## src/rtl/mram_access_sequencer_if.sv

```systemverilog
// Bundle of command, write-data, read-data and MRAM pin signals between the
// I2C slave controller side and the MRAM access sequencer.
interface mram_access_sequencer_if #(
    parameter int ADDR_W = 20,
    parameter int DATA_W = 16
);
    // Handshakes: a transfer happens on a rising clk edge where valid && ready;
    // the sender holds payload stable while valid is high and ready is low.
    // rd_data_valid has no ready: the consumer must take every pulse.
    logic              cmd_valid;
    logic              cmd_ready;
    logic              cmd_write;
    logic [ADDR_W-1:0] cmd_addr;
    logic              cmd_burst_en;
    logic [3:0]        cmd_burst_len;
    logic              wr_data_valid;
    logic              wr_data_ready;
    logic [DATA_W-1:0] wr_data;
    logic              rd_data_valid;
    logic [DATA_W-1:0] rd_data;
    logic              busy;
    logic              err_timeout;
    logic              mram_ce_n;
    logic              mram_we_n;
    logic              mram_oe_n;
    logic [ADDR_W-1:0] mram_addr;
    logic [DATA_W-1:0] mram_dq_o;
    logic              mram_dq_oe;
    logic [DATA_W-1:0] mram_dq_i;

    modport slave (
        input  cmd_valid, cmd_write, cmd_addr, cmd_burst_en, cmd_burst_len,
        input  wr_data_valid, wr_data, mram_dq_i,
        output cmd_ready, wr_data_ready, rd_data_valid, rd_data, busy, err_timeout,
        output mram_ce_n, mram_we_n, mram_oe_n, mram_addr, mram_dq_o, mram_dq_oe
    );

    modport master (
        output cmd_valid, cmd_write, cmd_addr, cmd_burst_en, cmd_burst_len,
        output wr_data_valid, wr_data, mram_dq_i,
        input  cmd_ready, wr_data_ready, rd_data_valid, rd_data, busy, err_timeout,
        input  mram_ce_n, mram_we_n, mram_oe_n, mram_addr, mram_dq_o, mram_dq_oe
    );
endinterface

```

## src/rtl/mram_access_sequencer.sv

```systemverilog
// Parallel MRAM read/write cycle sequencer with burst auto-increment.
// Optional macro MRAM_SEQ_TIMEOUT_EN: abort a write after 255 idle WR_WAIT cycles.
module mram_access_sequencer #(
    parameter int ADDR_W     = 20,
    parameter int DATA_W     = 16,
    parameter int WR_CYCLES  = 4,
    parameter int RD_CYCLES  = 4,
    parameter int GAP_CYCLES = 1
) (
    input  logic                   clk,
    input  logic                   rst_n,
    mram_access_sequencer_if.slave bus,
    output logic [2:0]             dbg_state_o
);
    typedef enum logic [2:0] {
        S_IDLE      = 3'd0,
        S_WR_WAIT   = 3'd1,
        S_WR_SETUP  = 3'd2,
        S_WR_PULSE  = 3'd3,
        S_WR_HOLD   = 3'd4,
        S_RD_STROBE = 3'd5,
        S_RD_DONE   = 3'd6,
        S_GAP       = 3'd7
    } state_e;

    localparam int CNT_W = 16;
    localparam logic [CNT_W-1:0] WR_LOAD  = CNT_W'(WR_CYCLES - 1);
    localparam logic [CNT_W-1:0] RD_LOAD  = CNT_W'(RD_CYCLES - 1);
    localparam logic [CNT_W-1:0] GAP_LOAD = CNT_W'(GAP_CYCLES - 1);

    state_e            state_q, state_d;
    logic [CNT_W-1:0]  cnt_q, cnt_d;
    logic [ADDR_W-1:0] addr_q;
    logic [DATA_W-1:0] data_q;
    logic [DATA_W-1:0] rd_data_q;
    logic [3:0]        beats_q;
    logic              accept;
    logic              wr_hs;
    logic              timeout;

    assign accept = (state_q == S_IDLE) && bus.cmd_valid;
    assign wr_hs  = (state_q == S_WR_WAIT) && bus.wr_data_valid;

`ifdef MRAM_SEQ_TIMEOUT_EN
    logic [7:0] to_cnt_q;

    always_ff @(posedge clk) begin
        if (!rst_n) begin
            to_cnt_q <= '0;
        end else if (state_q != S_WR_WAIT || wr_hs) begin
            to_cnt_q <= '0;
        end else begin
            to_cnt_q <= to_cnt_q + 8'd1;
        end
    end

    // Counter value 254 marks the 255th consecutive WR_WAIT cycle without data.
    assign timeout = (state_q == S_WR_WAIT) && !bus.wr_data_valid && (to_cnt_q == 8'd254);
`else
    assign timeout = 1'b0;
`endif

    always_ff @(posedge clk) begin
        if (!rst_n) begin
            state_q <= S_IDLE;
            cnt_q   <= '0;
        end else begin
            state_q <= state_d;
            cnt_q   <= cnt_d;
        end
    end

    always_comb begin
        state_d = state_q;
        cnt_d   = cnt_q;
        case (state_q)
            S_IDLE: begin
                if (accept) begin
                    state_d = bus.cmd_write ? S_WR_WAIT : S_RD_STROBE;
                    cnt_d   = RD_LOAD;
                end
            end
            S_WR_WAIT: begin
                if (timeout) begin
                    state_d = S_GAP;
                    cnt_d   = GAP_LOAD;
                end else if (bus.wr_data_valid) begin
                    state_d = S_WR_SETUP;
                end
            end
            S_WR_SETUP: begin
                state_d = S_WR_PULSE;
                cnt_d   = WR_LOAD;
            end
            S_WR_PULSE: begin
                if (cnt_q == '0) state_d = S_WR_HOLD;
                else             cnt_d   = cnt_q - 1'b1;
            end
            S_WR_HOLD: begin
                if (beats_q != 4'd0) begin
                    state_d = S_WR_WAIT;
                end else begin
                    state_d = S_GAP;
                    cnt_d   = GAP_LOAD;
                end
            end
            S_RD_STROBE: begin
                if (cnt_q == '0) state_d = S_RD_DONE;
                else             cnt_d   = cnt_q - 1'b1;
            end
            S_RD_DONE: begin
                if (beats_q != 4'd0) begin
                    state_d = S_RD_STROBE;
                    cnt_d   = RD_LOAD;
                end else begin
                    state_d = S_GAP;
                    cnt_d   = GAP_LOAD;
                end
            end
            S_GAP: begin
                if (cnt_q == '0) state_d = S_IDLE;
                else             cnt_d   = cnt_q - 1'b1;
            end
            default: state_d = S_IDLE;
        endcase
    end

    // beats_q counts beats remaining after the current one.
    always_ff @(posedge clk) begin
        if (!rst_n) begin
            addr_q    <= '0;
            data_q    <= '0;
            rd_data_q <= '0;
            beats_q   <= '0;
        end else begin
            if (accept) begin
                addr_q  <= bus.cmd_addr;
                beats_q <= bus.cmd_burst_en ? bus.cmd_burst_len : 4'd0;
            end
            if (wr_hs) begin
                data_q <= bus.wr_data;
            end
            if ((state_q == S_WR_HOLD || state_q == S_RD_DONE) && beats_q != 4'd0) begin
                addr_q  <= addr_q + 1'b1;
                beats_q <= beats_q - 4'd1;
            end
            if (state_q == S_RD_STROBE && cnt_q == '0) begin
                rd_data_q <= bus.mram_dq_i;
            end
        end
    end

    // CE_n stays low for the whole command so a write-data stall keeps the chip selected.
    always_comb begin
        bus.cmd_ready     = 1'b0;
        bus.wr_data_ready = 1'b0;
        bus.rd_data_valid = 1'b0;
        bus.mram_ce_n     = 1'b1;
        bus.mram_we_n     = 1'b1;
        bus.mram_oe_n     = 1'b1;
        bus.mram_dq_oe    = 1'b0;
        case (state_q)
            S_IDLE:      bus.cmd_ready = 1'b1;
            S_WR_WAIT: begin
                bus.wr_data_ready = 1'b1;
                bus.mram_ce_n     = 1'b0;
            end
            S_WR_SETUP: begin
                bus.mram_ce_n  = 1'b0;
                bus.mram_dq_oe = 1'b1;
            end
            S_WR_PULSE: begin
                bus.mram_ce_n  = 1'b0;
                bus.mram_we_n  = 1'b0;
                bus.mram_dq_oe = 1'b1;
            end
            S_WR_HOLD: begin
                bus.mram_ce_n  = 1'b0;
                bus.mram_dq_oe = 1'b1;
            end
            S_RD_STROBE: begin
                bus.mram_ce_n = 1'b0;
                bus.mram_oe_n = 1'b0;
            end
            S_RD_DONE: begin
                bus.mram_ce_n     = 1'b0;
                bus.rd_data_valid = 1'b1;
            end
            default: ;
        endcase
    end

    assign bus.busy        = (state_q != S_IDLE);
    assign bus.err_timeout = timeout;
    assign bus.mram_addr   = addr_q;
    assign bus.mram_dq_o   = data_q;
    assign bus.rd_data     = rd_data_q;
    assign dbg_state_o     = state_q;
endmodule
```

## src/flat_wrapper.sv

```systemverilog
// flat-port wrapper written by rule: the top's interface ports become plain ports
module mram_access_sequencer_flat 
#(
    parameter int ADDR_W     = 20,
    parameter int DATA_W     = 16,
    parameter int WR_CYCLES  = 4,
    parameter int RD_CYCLES  = 4,
    parameter int GAP_CYCLES = 1
)
  (clk, rst_n, dbg_state_o, bus_cmd_valid, bus_cmd_write, bus_cmd_addr, bus_cmd_burst_en, bus_cmd_burst_len, bus_wr_data_valid, bus_wr_data, bus_mram_dq_i, bus_cmd_ready, bus_wr_data_ready, bus_rd_data_valid, bus_rd_data, bus_busy, bus_err_timeout, bus_mram_ce_n, bus_mram_we_n, bus_mram_oe_n, bus_mram_addr, bus_mram_dq_o, bus_mram_dq_oe);
  mram_access_sequencer_if #(.ADDR_W(ADDR_W), .DATA_W(DATA_W)) bus_i ();
  input  logic clk;
  input  logic rst_n;
  output logic [2:0] dbg_state_o;
  input wire logic [$bits(bus_i.cmd_valid)-1:0] bus_cmd_valid;
  input wire logic [$bits(bus_i.cmd_write)-1:0] bus_cmd_write;
  input wire logic [$bits(bus_i.cmd_addr)-1:0] bus_cmd_addr;
  input wire logic [$bits(bus_i.cmd_burst_en)-1:0] bus_cmd_burst_en;
  input wire logic [$bits(bus_i.cmd_burst_len)-1:0] bus_cmd_burst_len;
  input wire logic [$bits(bus_i.wr_data_valid)-1:0] bus_wr_data_valid;
  input wire logic [$bits(bus_i.wr_data)-1:0] bus_wr_data;
  input wire logic [$bits(bus_i.mram_dq_i)-1:0] bus_mram_dq_i;
  output wire logic [$bits(bus_i.cmd_ready)-1:0] bus_cmd_ready;
  output wire logic [$bits(bus_i.wr_data_ready)-1:0] bus_wr_data_ready;
  output wire logic [$bits(bus_i.rd_data_valid)-1:0] bus_rd_data_valid;
  output wire logic [$bits(bus_i.rd_data)-1:0] bus_rd_data;
  output wire logic [$bits(bus_i.busy)-1:0] bus_busy;
  output wire logic [$bits(bus_i.err_timeout)-1:0] bus_err_timeout;
  output wire logic [$bits(bus_i.mram_ce_n)-1:0] bus_mram_ce_n;
  output wire logic [$bits(bus_i.mram_we_n)-1:0] bus_mram_we_n;
  output wire logic [$bits(bus_i.mram_oe_n)-1:0] bus_mram_oe_n;
  output wire logic [$bits(bus_i.mram_addr)-1:0] bus_mram_addr;
  output wire logic [$bits(bus_i.mram_dq_o)-1:0] bus_mram_dq_o;
  output wire logic [$bits(bus_i.mram_dq_oe)-1:0] bus_mram_dq_oe;
  assign bus_i.cmd_valid = bus_cmd_valid;
  assign bus_i.cmd_write = bus_cmd_write;
  assign bus_i.cmd_addr = bus_cmd_addr;
  assign bus_i.cmd_burst_en = bus_cmd_burst_en;
  assign bus_i.cmd_burst_len = bus_cmd_burst_len;
  assign bus_i.wr_data_valid = bus_wr_data_valid;
  assign bus_i.wr_data = bus_wr_data;
  assign bus_i.mram_dq_i = bus_mram_dq_i;
  assign bus_cmd_ready = bus_i.cmd_ready;
  assign bus_wr_data_ready = bus_i.wr_data_ready;
  assign bus_rd_data_valid = bus_i.rd_data_valid;
  assign bus_rd_data = bus_i.rd_data;
  assign bus_busy = bus_i.busy;
  assign bus_err_timeout = bus_i.err_timeout;
  assign bus_mram_ce_n = bus_i.mram_ce_n;
  assign bus_mram_we_n = bus_i.mram_we_n;
  assign bus_mram_oe_n = bus_i.mram_oe_n;
  assign bus_mram_addr = bus_i.mram_addr;
  assign bus_mram_dq_o = bus_i.mram_dq_o;
  assign bus_mram_dq_oe = bus_i.mram_dq_oe;
  mram_access_sequencer #(.ADDR_W(ADDR_W), .DATA_W(DATA_W), .WR_CYCLES(WR_CYCLES), .RD_CYCLES(RD_CYCLES), .GAP_CYCLES(GAP_CYCLES)) u_core (.clk(clk), .rst_n(rst_n), .bus(bus_i), .dbg_state_o(dbg_state_o));
endmodule
```

## config.mk

```make
export PLATFORM = sky130hd
export DESIGN_NAME = mram_access_sequencer_flat
export DESIGN_NICKNAME = d
export VERILOG_FILES = /design/src/rtl/mram_access_sequencer_if.sv /design/src/rtl/mram_access_sequencer.sv /design/src/flat_wrapper.sv
export SDC_FILE = /design/constraint.sdc
export NUM_CORES = 1
export LEC_CHECK = 0
export BUFFER_PORTS_ARGS = -buffer_cell sky130_fd_sc_hd__clkbuf_2
export CORE_ASPECT_RATIO = 0.5
export CORE_MARGIN = 4
export CORE_UTILIZATION = 45
export DETAILED_ROUTE_END_ITERATION = 12
export PLACE_DENSITY_LB_ADDON = 0.15
export SYNTH_ARGS = -nofsm -noshare
export SYNTH_HDL_FRONTEND = slang
export SYNTH_SLANG_ARGS = --single-unit
```

## constraint.sdc

```tcl
create_clock -name clk -period 2.2 [get_ports clk]
set_input_delay 0.44 -clock clk [delete_from_list [all_inputs] [get_ports clk]]
set_output_delay 0.44 -clock clk [all_outputs]
set_load 0.02 [all_outputs]
```

==> results of run 1 <==
-- cell usage after synthesis (6+ instances only) --
| cell type | instances | area [um2] |
|---|---|---|
| sky130_fd_sc_hd__nor2_1 | 33 | 124 |
| sky130_fd_sc_hd__nor3_1 | 10 | 50.1 |
| sky130_fd_sc_hd__nand3_1 | 13 | 65.1 |
| sky130_fd_sc_hd__dfxtp_1 | 75 | 1500 |
| sky130_fd_sc_hd__o21ai_0 | 22 | 110 |
| sky130_fd_sc_hd__nand4_1 | 6 | 37.5 |
| sky130_fd_sc_hd__inv_1 | 10 | 37.5 |
| sky130_fd_sc_hd__nor4_1 | 6 | 37.5 |
| sky130_fd_sc_hd__a31oi_1 | 7 | 43.8 |
| sky130_fd_sc_hd__a21oi_1 | 69 | 345 |
| sky130_fd_sc_hd__o211ai_1 | 9 | 67.6 |
| sky130_fd_sc_hd__clkbuf_1 | 21 | 78.8 |
| sky130_fd_sc_hd__nand2_1 | 100 | 375 |
| sky130_fd_sc_hd__or3_1 | 11 | 68.8 |
-- cells by family (layout without fill, tap and decap cells) --
logic type,after synthesis,after routing,synth area share
adder cells (fa/ha/maj),4,4,0.0139
AND/OR/NAND/NOR,209,209,0.277
other,1,1,0.00104
buffers and inverters,36,185,0.0401
flip-flops,75,75,0.418
multiplexers,3,3,0.00871
XOR/XNOR,2,2,0.00488
AO/OA/AOI/OAI,137,138,0.237
-- metal layers --
metal,track usage,part of all wire,vias to the layer above
li1,-,-,1982
met1,0.271,0.45,1769
met2,0.335,0.47,129
met3,0.0639,0.072,11
met4,0.0463,0.0068,0
met5,0,0,-
-- sequential cells by signal (all words and copies together) (netlist names) --
name	flops
u_core.beats_q	4
u_core.bus.mram_addr	20
u_core.bus.mram_dq_o	16
u_core.bus.rd_data	16
u_core.cnt_q	16
u_core.dbg_state_o	3
-- worst max-delay path: stages, from the launching register on --
cell                        delay, ns
sky130_fd_sc_hd__dfxtp_2         0.34
sky130_fd_sc_hd__inv_2           0.07
sky130_fd_sc_hd__ha_4            0.12
sky130_fd_sc_hd__or3b_4          0.39
sky130_fd_sc_hd__a32oi_4         0.38
sky130_fd_sc_hd__o2111ai_4       0.21
sky130_fd_sc_hd__or4_4           0.55
sky130_fd_sc_hd__a21oi_2         0.11
-- final timing paths --
path	endpoint	depth (start not counted)
setup / recovery	u_core.cnt_q[8]	7
hold / removal	u_core.bus.mram_dq_o[7]	3
setup reg to reg	u_core.cnt_q[8]	7
hold reg to reg	u_core.bus.rd_data[5]	2
-- layout make-up --
type	count	area, um2	share of cell area
multi-input combinational	357	2030	0.415
sequential	75	1500	0.307
timing repair buffer	159	883	0.181
clock buffer	10	239	0.0488
tap	108	135	0.0276
clock inverter	6	63.8	0.0130
inverter	10	37.5	0.00767
-- stage by stage --
step / cell area, um2 / setup TNS (ns) / instances
global route: 4890 / -0.357 / 725
global placement: 4460 / 0 / 702
finish: 4890 / -0.0779 / 725
floorplan: 3590 / 0 / 467
detailed placement: 4460 / -0.00558 / 702
CTS: 4780 / 0 / 718
-- repair_timing --
item / CTS / global route
buffers inserted: 0 / 6
endpoints found under the setup margin: 5 / 34
cloned: 0 / 1
resized for setup: 2 / 14
pin swaps: 1 / 8
hold buffers: 0 / 0
-- power breakdown --
part | total, mW | internal [mW] | switching [mW]
clock network | 1.49 | 0.908 | 0.578
logic | 3.94 | 1.64 | 2.30
registers | 2.05 | 1.69 | 0.362
total | 7.48 | 4.24 | 3.24
==> tab_implementation.tex, run 1 <==
\begin{tabular}{lr}
\hline
Metric & Value \\
\hline
\multicolumn{2}{l}{\textbf{Status}} \\
\quad Status & finished with violations \\
\quad Violated checks & negative setup slack \\
\multicolumn{2}{l}{\textbf{Route}} \\
\quad Routed WL & 10,300 um \\
\quad Number of violations reported at the end of detailed-routing iteration 0 & 273 \\
\quad Via count of the routed design & 3,891 \\
\quad Routed via count divided by cell count & 5.37 \\
\quad DRT antenna net count & 0 \\
\quad Routed wire per std cell & 14.2 um \\
\quad Router iterations before antenna repair & 5 \\
\quad DRC violation count after routing & 0 \\
\multicolumn{2}{l}{\textbf{Global routing}} \\
\quad Total congestion overflow after global routing & 0 \\
\quad Vias in the first global route & 3,414 \\
\quad Wire length of the first global-routing pass & 16,300 um \\
\quad Pin count of the biggest net entering global routing & 35 \\
\quad GRT Overall Usage & 0.206 \\
\quad Antenna violations before repair & 0 \\
\multicolumn{2}{l}{\textbf{STA}} \\
\quad Count of final max-slew check failures & 0 \\
\quad Unrepaired setup endpoints after global routing & yes \\
\quad Worst-Margin Slew & 0.596 ns \\
\quad Highest clock frequency the design can meet & 0.446 GHz \\
\quad Time the worst path needs with I/O delays and setup & 2.24 ns \\
\quad Period Utilization, post-route & 1.02 \\
\quad Final setup slack of the worst path & -0.0425 ns \\
\quad Post-Route Hold Slack & 0.324 ns \\
\quad Final Hold Viols & 0 \\
\quad Worst-case headroom to the max-slew limit & 0.602 \\
\quad Setup violators final & 4 \\
\quad Clock Skew & 0.00361 ns \\
\multicolumn{2}{l}{\textbf{Yosys}} \\
\quad Sequential fraction of the synthesis area & 0.418 \\
\quad Post-synth EDFFs & 0 \\
\quad Async set-or-reset flop fraction in the synthesized netlist & 0 \\
\quad Post-Syn Area per Cell & 7.69 um2 \\
\quad Flops \& latches, synth & 75 \\
\quad Cell area after synthesis & 0.00359 mm2 \\
\quad Number of instances in the synthesized netlist & 467 \\
\quad Total number of yosys warnings & 0 \\
\quad Distinct cell type count after synthesis & 53 \\
\quad Most common flop cell mapped by yosys & sky130\_fd\_sc\_hd\_\_dfxtp\_1 \\
\quad Net count after synthesis & 533 \\
\multicolumn{2}{l}{\textbf{Pwr}} \\
\quad Tot Pwr & 7.48 mW \\
\quad Peak supply drop & 0.709 mV \\
\quad Leakage component of the power & 2.03 nW \\
\quad Power per cell area & 1530 mW/mm2 \\
\multicolumn{2}{l}{\textbf{Placement}} \\
\quad Sum of net half-perimeters after detailed placement & 7290 um \\
\quad Worst setup slack after placement & -0.00548 ns \\
\quad Number of I/O port buffers & 124 \\
\quad Final weighted congestion of routability-driven global placement & 0.886 \\
\multicolumn{2}{l}{\textbf{Clock network}} \\
\quad Clock-pin slew of the registers on the worst-case setup and hold paths & 0.06 ns \\
\quad H-tree level count & 3 \\
\quad Clock tree from TritonCTS & yes \\
\quad Bufs on Longest Clock Path & 2 \\
\quad Sinks on Clock Net & 75 \\
\quad Clock network latency to the later pin of the worst-skew pair & 0.33 ns \\
\quad Num CTS Buffers & 9 \\
\quad Clock root cell & sky130\_fd\_sc\_hd\_\_clkbuf\_16 \\
\multicolumn{2}{l}{\textbf{Final layout}} \\
\quad Most common cell after layout, fill and taps aside & sky130\_fd\_sc\_hd\_\_clkbuf\_2 \\
\quad Final layout net count & 678 \\
\quad Most frequent cells in the layout & sky130\_fd\_sc\_hd\_\_clkbuf\_2 (124), sky130\_fd\_sc\_hd\_\_nand2\_1 (100), sky130\_fd\_sc\_hd\_\_dfxtp\_1 (73) \\
\quad Antenna diode count & 0 \\
\quad Final design utilization & 0.649 \\
\quad Post-synthesis to final-layout area growth & 36.2\% \\
\quad Number of filler cells placed in the layout & 690 \\
\quad Proportion of layout cells with a drive suffix above 1 & 0.319 \\
\multicolumn{2}{l}{\textbf{Job}} \\
\quad Number of maximum-capacitance constraint violations & 0 \\
\multicolumn{2}{l}{\textbf{Critical path}} \\
\quad Arrival @ worst endpoint & 2.51 ns \\
\quad Worst reg2reg startpoint & u\_core.beats\_q[1] \\
\quad Critical path fanouts, max & 5 \\
\quad Critical Path Start & u\_core.beats\_q[1] \\
\quad Type of element launching the critical path & register \\
\quad Startpoint-to-endpoint class of the critical path & reg -> reg \\
\quad WP data required & 2.46 ns \\
\quad Worst R2R Setup Slack & -0.04 ns \\
\quad Endpoint type of the worst setup path & register \\
\multicolumn{2}{l}{\textbf{Floorplanning}} \\
\quad Horizontal die dimension & 134 um \\
\quad Std-Cell Core Area & 0.00754 mm2 \\
\quad Site row count & 22 \\
\quad Initial core utilization & 0.476 \\
\quad Die outline area & 0.00956 mm2 \\
\quad Die Span Y & 71.2 um \\
\quad Num ports & 126 \\
\multicolumn{2}{l}{\textbf{Hold path}} \\
\quad Hold Path Class & in -> reg \\
\quad Launch instance of the worst min-delay path & bus\_wr\_data[7] \\
\hline
\end{tabular}
No activity file was read; power rests on OpenSTA's default activity.
==> run 2, diff against run 1 <==
--- a/config.mk
+++ b/config.mk
@@ -8,9 +8,10 @@
 export BUFFER_PORTS_ARGS = -buffer_cell sky130_fd_sc_hd__clkbuf_2
 export CORE_ASPECT_RATIO = 0.5
 export CORE_MARGIN = 4
-export CORE_UTILIZATION = 45
+export CORE_UTILIZATION = 50
 export DETAILED_ROUTE_END_ITERATION = 12
 export PLACE_DENSITY_LB_ADDON = 0.15
 export SYNTH_ARGS = -nofsm -noshare
 export SYNTH_HDL_FRONTEND = slang
 export SYNTH_SLANG_ARGS = --single-unit
+export TNS_END_PERCENT = 1
==> constraint.sdc (replaced) <==
create_clock -name clk -period 2.1 [get_ports clk]
set_input_delay 0.42 -clock clk [delete_from_list [all_inputs] [get_ports clk]]
set_output_delay 0.42 -clock clk [all_outputs]
set_load 0.02 [all_outputs]
==> tab_implementation.tex, run 2 (synthesis results as in run 1) <==
\begin{tabular}{lr}
\hline
Metric & Value \\
\hline
\multicolumn{2}{l}{\textbf{Final layout}} \\
\quad Final standard cell area without fillers & 0.00502 mm2 \\
\quad Final design utilization & 0.736 \\
\quad Antenna diode count & 0 \\
\quad Flip-flop count of the largest register, all copies and words added & 20 \\
\quad Most frequent cells in the layout & sky130\_fd\_sc\_hd\_\_clkbuf\_2 (124), sky130\_fd\_sc\_hd\_\_nand2\_1 (100), sky130\_fd\_sc\_hd\_\_dfxtp\_1 (73) \\
\quad Post-synthesis to final-layout area growth & 39.9\% \\
\quad Final layout net count & 689 \\
\quad Most common cell after layout, fill and taps aside & sky130\_fd\_sc\_hd\_\_clkbuf\_2 \\
\quad Proportion of layout cells with a drive suffix above 1 & 0.334 \\
\quad Number of standard cells in the final layout excluding fillers & 720 \\
\quad Number of filler cells placed in the layout & 556 \\
\multicolumn{2}{l}{\textbf{Floorplanning}} \\
\quad Die Span Y & 67.9 um \\
\quad Die outline area & 0.00869 mm2 \\
\quad Num ports & 126 \\
\quad Site row count & 21 \\
\quad Horizontal die dimension & 128 um \\
\quad Initial core utilization & 0.526 \\
\quad Std-Cell Core Area & 0.00683 mm2 \\
\multicolumn{2}{l}{\textbf{Clock network}} \\
\quad Sinks on Clock Net & 75 \\
\quad Clock network latency to the later pin of the worst-skew pair & 0.33 ns \\
\quad Bufs on Longest Clock Path & 2 \\
\quad Post-CTS Hold Fix Bufs & 0 \\
\quad Clock-pin slew of the registers on the worst-case setup and hold paths & 0.06 ns \\
\quad Clock root cell & sky130\_fd\_sc\_hd\_\_clkbuf\_16 \\
\quad Clock tree from TritonCTS & yes \\
\quad H-tree level count & 3 \\
\quad Num CTS Buffers & 9 \\
\multicolumn{2}{l}{\textbf{Status}} \\
\quad Status & completed \\
\multicolumn{2}{l}{\textbf{STA}} \\
\quad Final Hold Viols & 0 \\
\quad Worst-case headroom to the max-slew limit & 0.640 \\
\quad Final setup slack of the worst path & 0.00489 ns \\
\quad Time the worst path needs with I/O delays and setup & 2.10 ns \\
\quad Clock Skew & 0.00601 ns \\
\quad Period Utilization, post-route & 0.998 \\
\quad Post-Route Hold Slack & 0.305 ns \\
\quad Count of final max-slew check failures & 0 \\
\quad Unrepaired setup endpoints after global routing & yes \\
\quad Setup violators final & 0 \\
\quad Worst-Margin Slew & 0.538 ns \\
\quad Highest clock frequency the design can meet & 0.477 GHz \\
\multicolumn{2}{l}{\textbf{Route}} \\
\quad Routed wire per std cell & 15.1 um \\
\quad DRC violation count after routing & 0 \\
\quad Routed via count divided by cell count & 5.67 \\
\quad Router iterations before antenna repair & 5 \\
\quad Routed WL & 10,900 um \\
\quad Via count of the routed design & 4,085 \\
\quad Number of violations reported at the end of detailed-routing iteration 0 & 311 \\
\quad DRT antenna net count & 0 \\
\multicolumn{2}{l}{\textbf{Critical path}} \\
\quad Endpoint type of the worst setup path & register \\
\quad Arrival @ worst endpoint & 2.32 ns \\
\quad Type of element launching the critical path & register \\
\quad WP data required & 2.32 ns \\
\quad Startpoint-to-endpoint class of the critical path & reg -> reg \\
\quad Critical path fanouts, max & 5 \\
\multicolumn{2}{l}{\textbf{Global routing}} \\
\quad Vias in the first global route & 3,751 \\
\quad Total congestion overflow after global routing & 0 \\
\quad GRT Overall Usage & 0.254 \\
\quad Antenna violations before repair & 0 \\
\quad Wire length of the first global-routing pass & 17,700 um \\
\quad Pin count of the biggest net entering global routing & 33 \\
\multicolumn{2}{l}{\textbf{Placement}} \\
\quad Number of I/O port buffers & 124 \\
\quad \# placed instances & 698 \\
\quad Worst setup slack after placement & -0.0605 ns \\
\quad Dpl cell area & 0.00454 mm2 \\
\quad Final weighted congestion of routability-driven global placement & 0.823 \\
\quad Sum of net half-perimeters after detailed placement & 7500 um \\
\multicolumn{2}{l}{\textbf{Pwr}} \\
\quad Clock power frac & 0.223 \\
\quad Net switching power figure & 3.44 mW \\
\quad Power per cell area & 1640 mW/mm2 \\
\quad Leakage component of the power & 2.12 nW \\
\quad Combinational fraction of design power & 0.514 \\
\quad Internal power consumption & 4.83 mW \\
\quad Peak supply drop & 0.948 mV \\
\quad Fraction of power consumed by sequential logic & 0.263 \\
\quad Net Sw Frac & 0.416 \\
\multicolumn{2}{l}{\textbf{Hold path}} \\
\quad Hold Path Class & in -> reg \\
\multicolumn{2}{l}{\textbf{Job}} \\
\quad Number of maximum-capacitance constraint violations & 0 \\
\hline
\end{tabular}
run 2: changes by cell type in the layout (fill, tap and decap cells not counted), moves of 2 or more:
cell / before / now
sky130_fd_sc_hd__buf_4: 35 / 46
sky130_fd_sc_hd__bufinv_16: 1 / 3
sky130_fd_sc_hd__clkbuf_8: 1 / 3
sky130_fd_sc_hd__clkinvlp_4: 2 / 0
run 2: worst paths after layout:
path | slack (ns) | to | from | cells after the start
max | 0.005 | u_core.cnt_q[6] | u_core.cnt_q[8] | 6
min | 0.31 | u_core.bus.mram_dq_o[11] | bus_wr_data[11] | 3
max reg2reg | 0.005 | u_core.cnt_q[6] | u_core.cnt_q[8] | 6
min reg2reg | 0.45 | u_core.bus.rd_data[4] | u_core.bus.rd_data[4] | 2
run 2: final cells by class:
class,instances,area [um2],share of cell area
multi-input combinational,356,2030,0.404
sequential,75,1500,0.299
timing repair buffer,171,977,0.194
clock buffer,12,267,0.0530
tap,92,115,0.0229
clock inverter,4,95.1,0.0189
inverter,10,37.5,0.00747
run 2: per-layer routing:
| metal | global-route usage | share of wire |
|---|---|---|
| met4 | 0.0886 | 0.017 |
| met1 | 0.315 | 0.44 |
| met2 | 0.422 | 0.47 |
| met3 | 0.0850 | 0.078 |
| met5 | 0 | 0 |
run 2: worst max-delay path, stage by stage (launching register included):
cell                        delay, ns
sky130_fd_sc_hd__dfxtp_1         0.35
sky130_fd_sc_hd__or4_1           0.54
sky130_fd_sc_hd__or4_4           0.50
sky130_fd_sc_hd__o2111ai_4       0.25
sky130_fd_sc_hd__buf_4           0.16
sky130_fd_sc_hd__xor2_1          0.14
sky130_fd_sc_hd__nor2_1          0.05
run 2: power by group through the flow:
stage | logic, mW | clock network (mW) | registers, mW
2_1_floorplan | 2.27 | 0 | 2.30
3_3_place_gp | 3.74 | 0 | 2.14
3_5_place_dp | 3.81 | 0 | 2.14
4_1_cts | 4.10 | 1.86 | 2.13
5_1_grt | 4.64 | 1.92 | 2.22
6_report | 4.25 | 1.85 | 2.17
run 2: metrics by stage:
stage               setup TNS (ns)  total power, mW
floorplan                        0             4.57
global placement                 0             5.88
detailed placement          -0.262             5.96
CTS                        -0.0416             8.09
global route                -0.525             8.78
finish                           0             8.26
run 2: repair_timing:
action,in CTS,in global routing
setup buffers,6,0
setup endpoints to repair,11,35
pin swaps,5,4
gates cloned,0,0
resized for setup,11,9
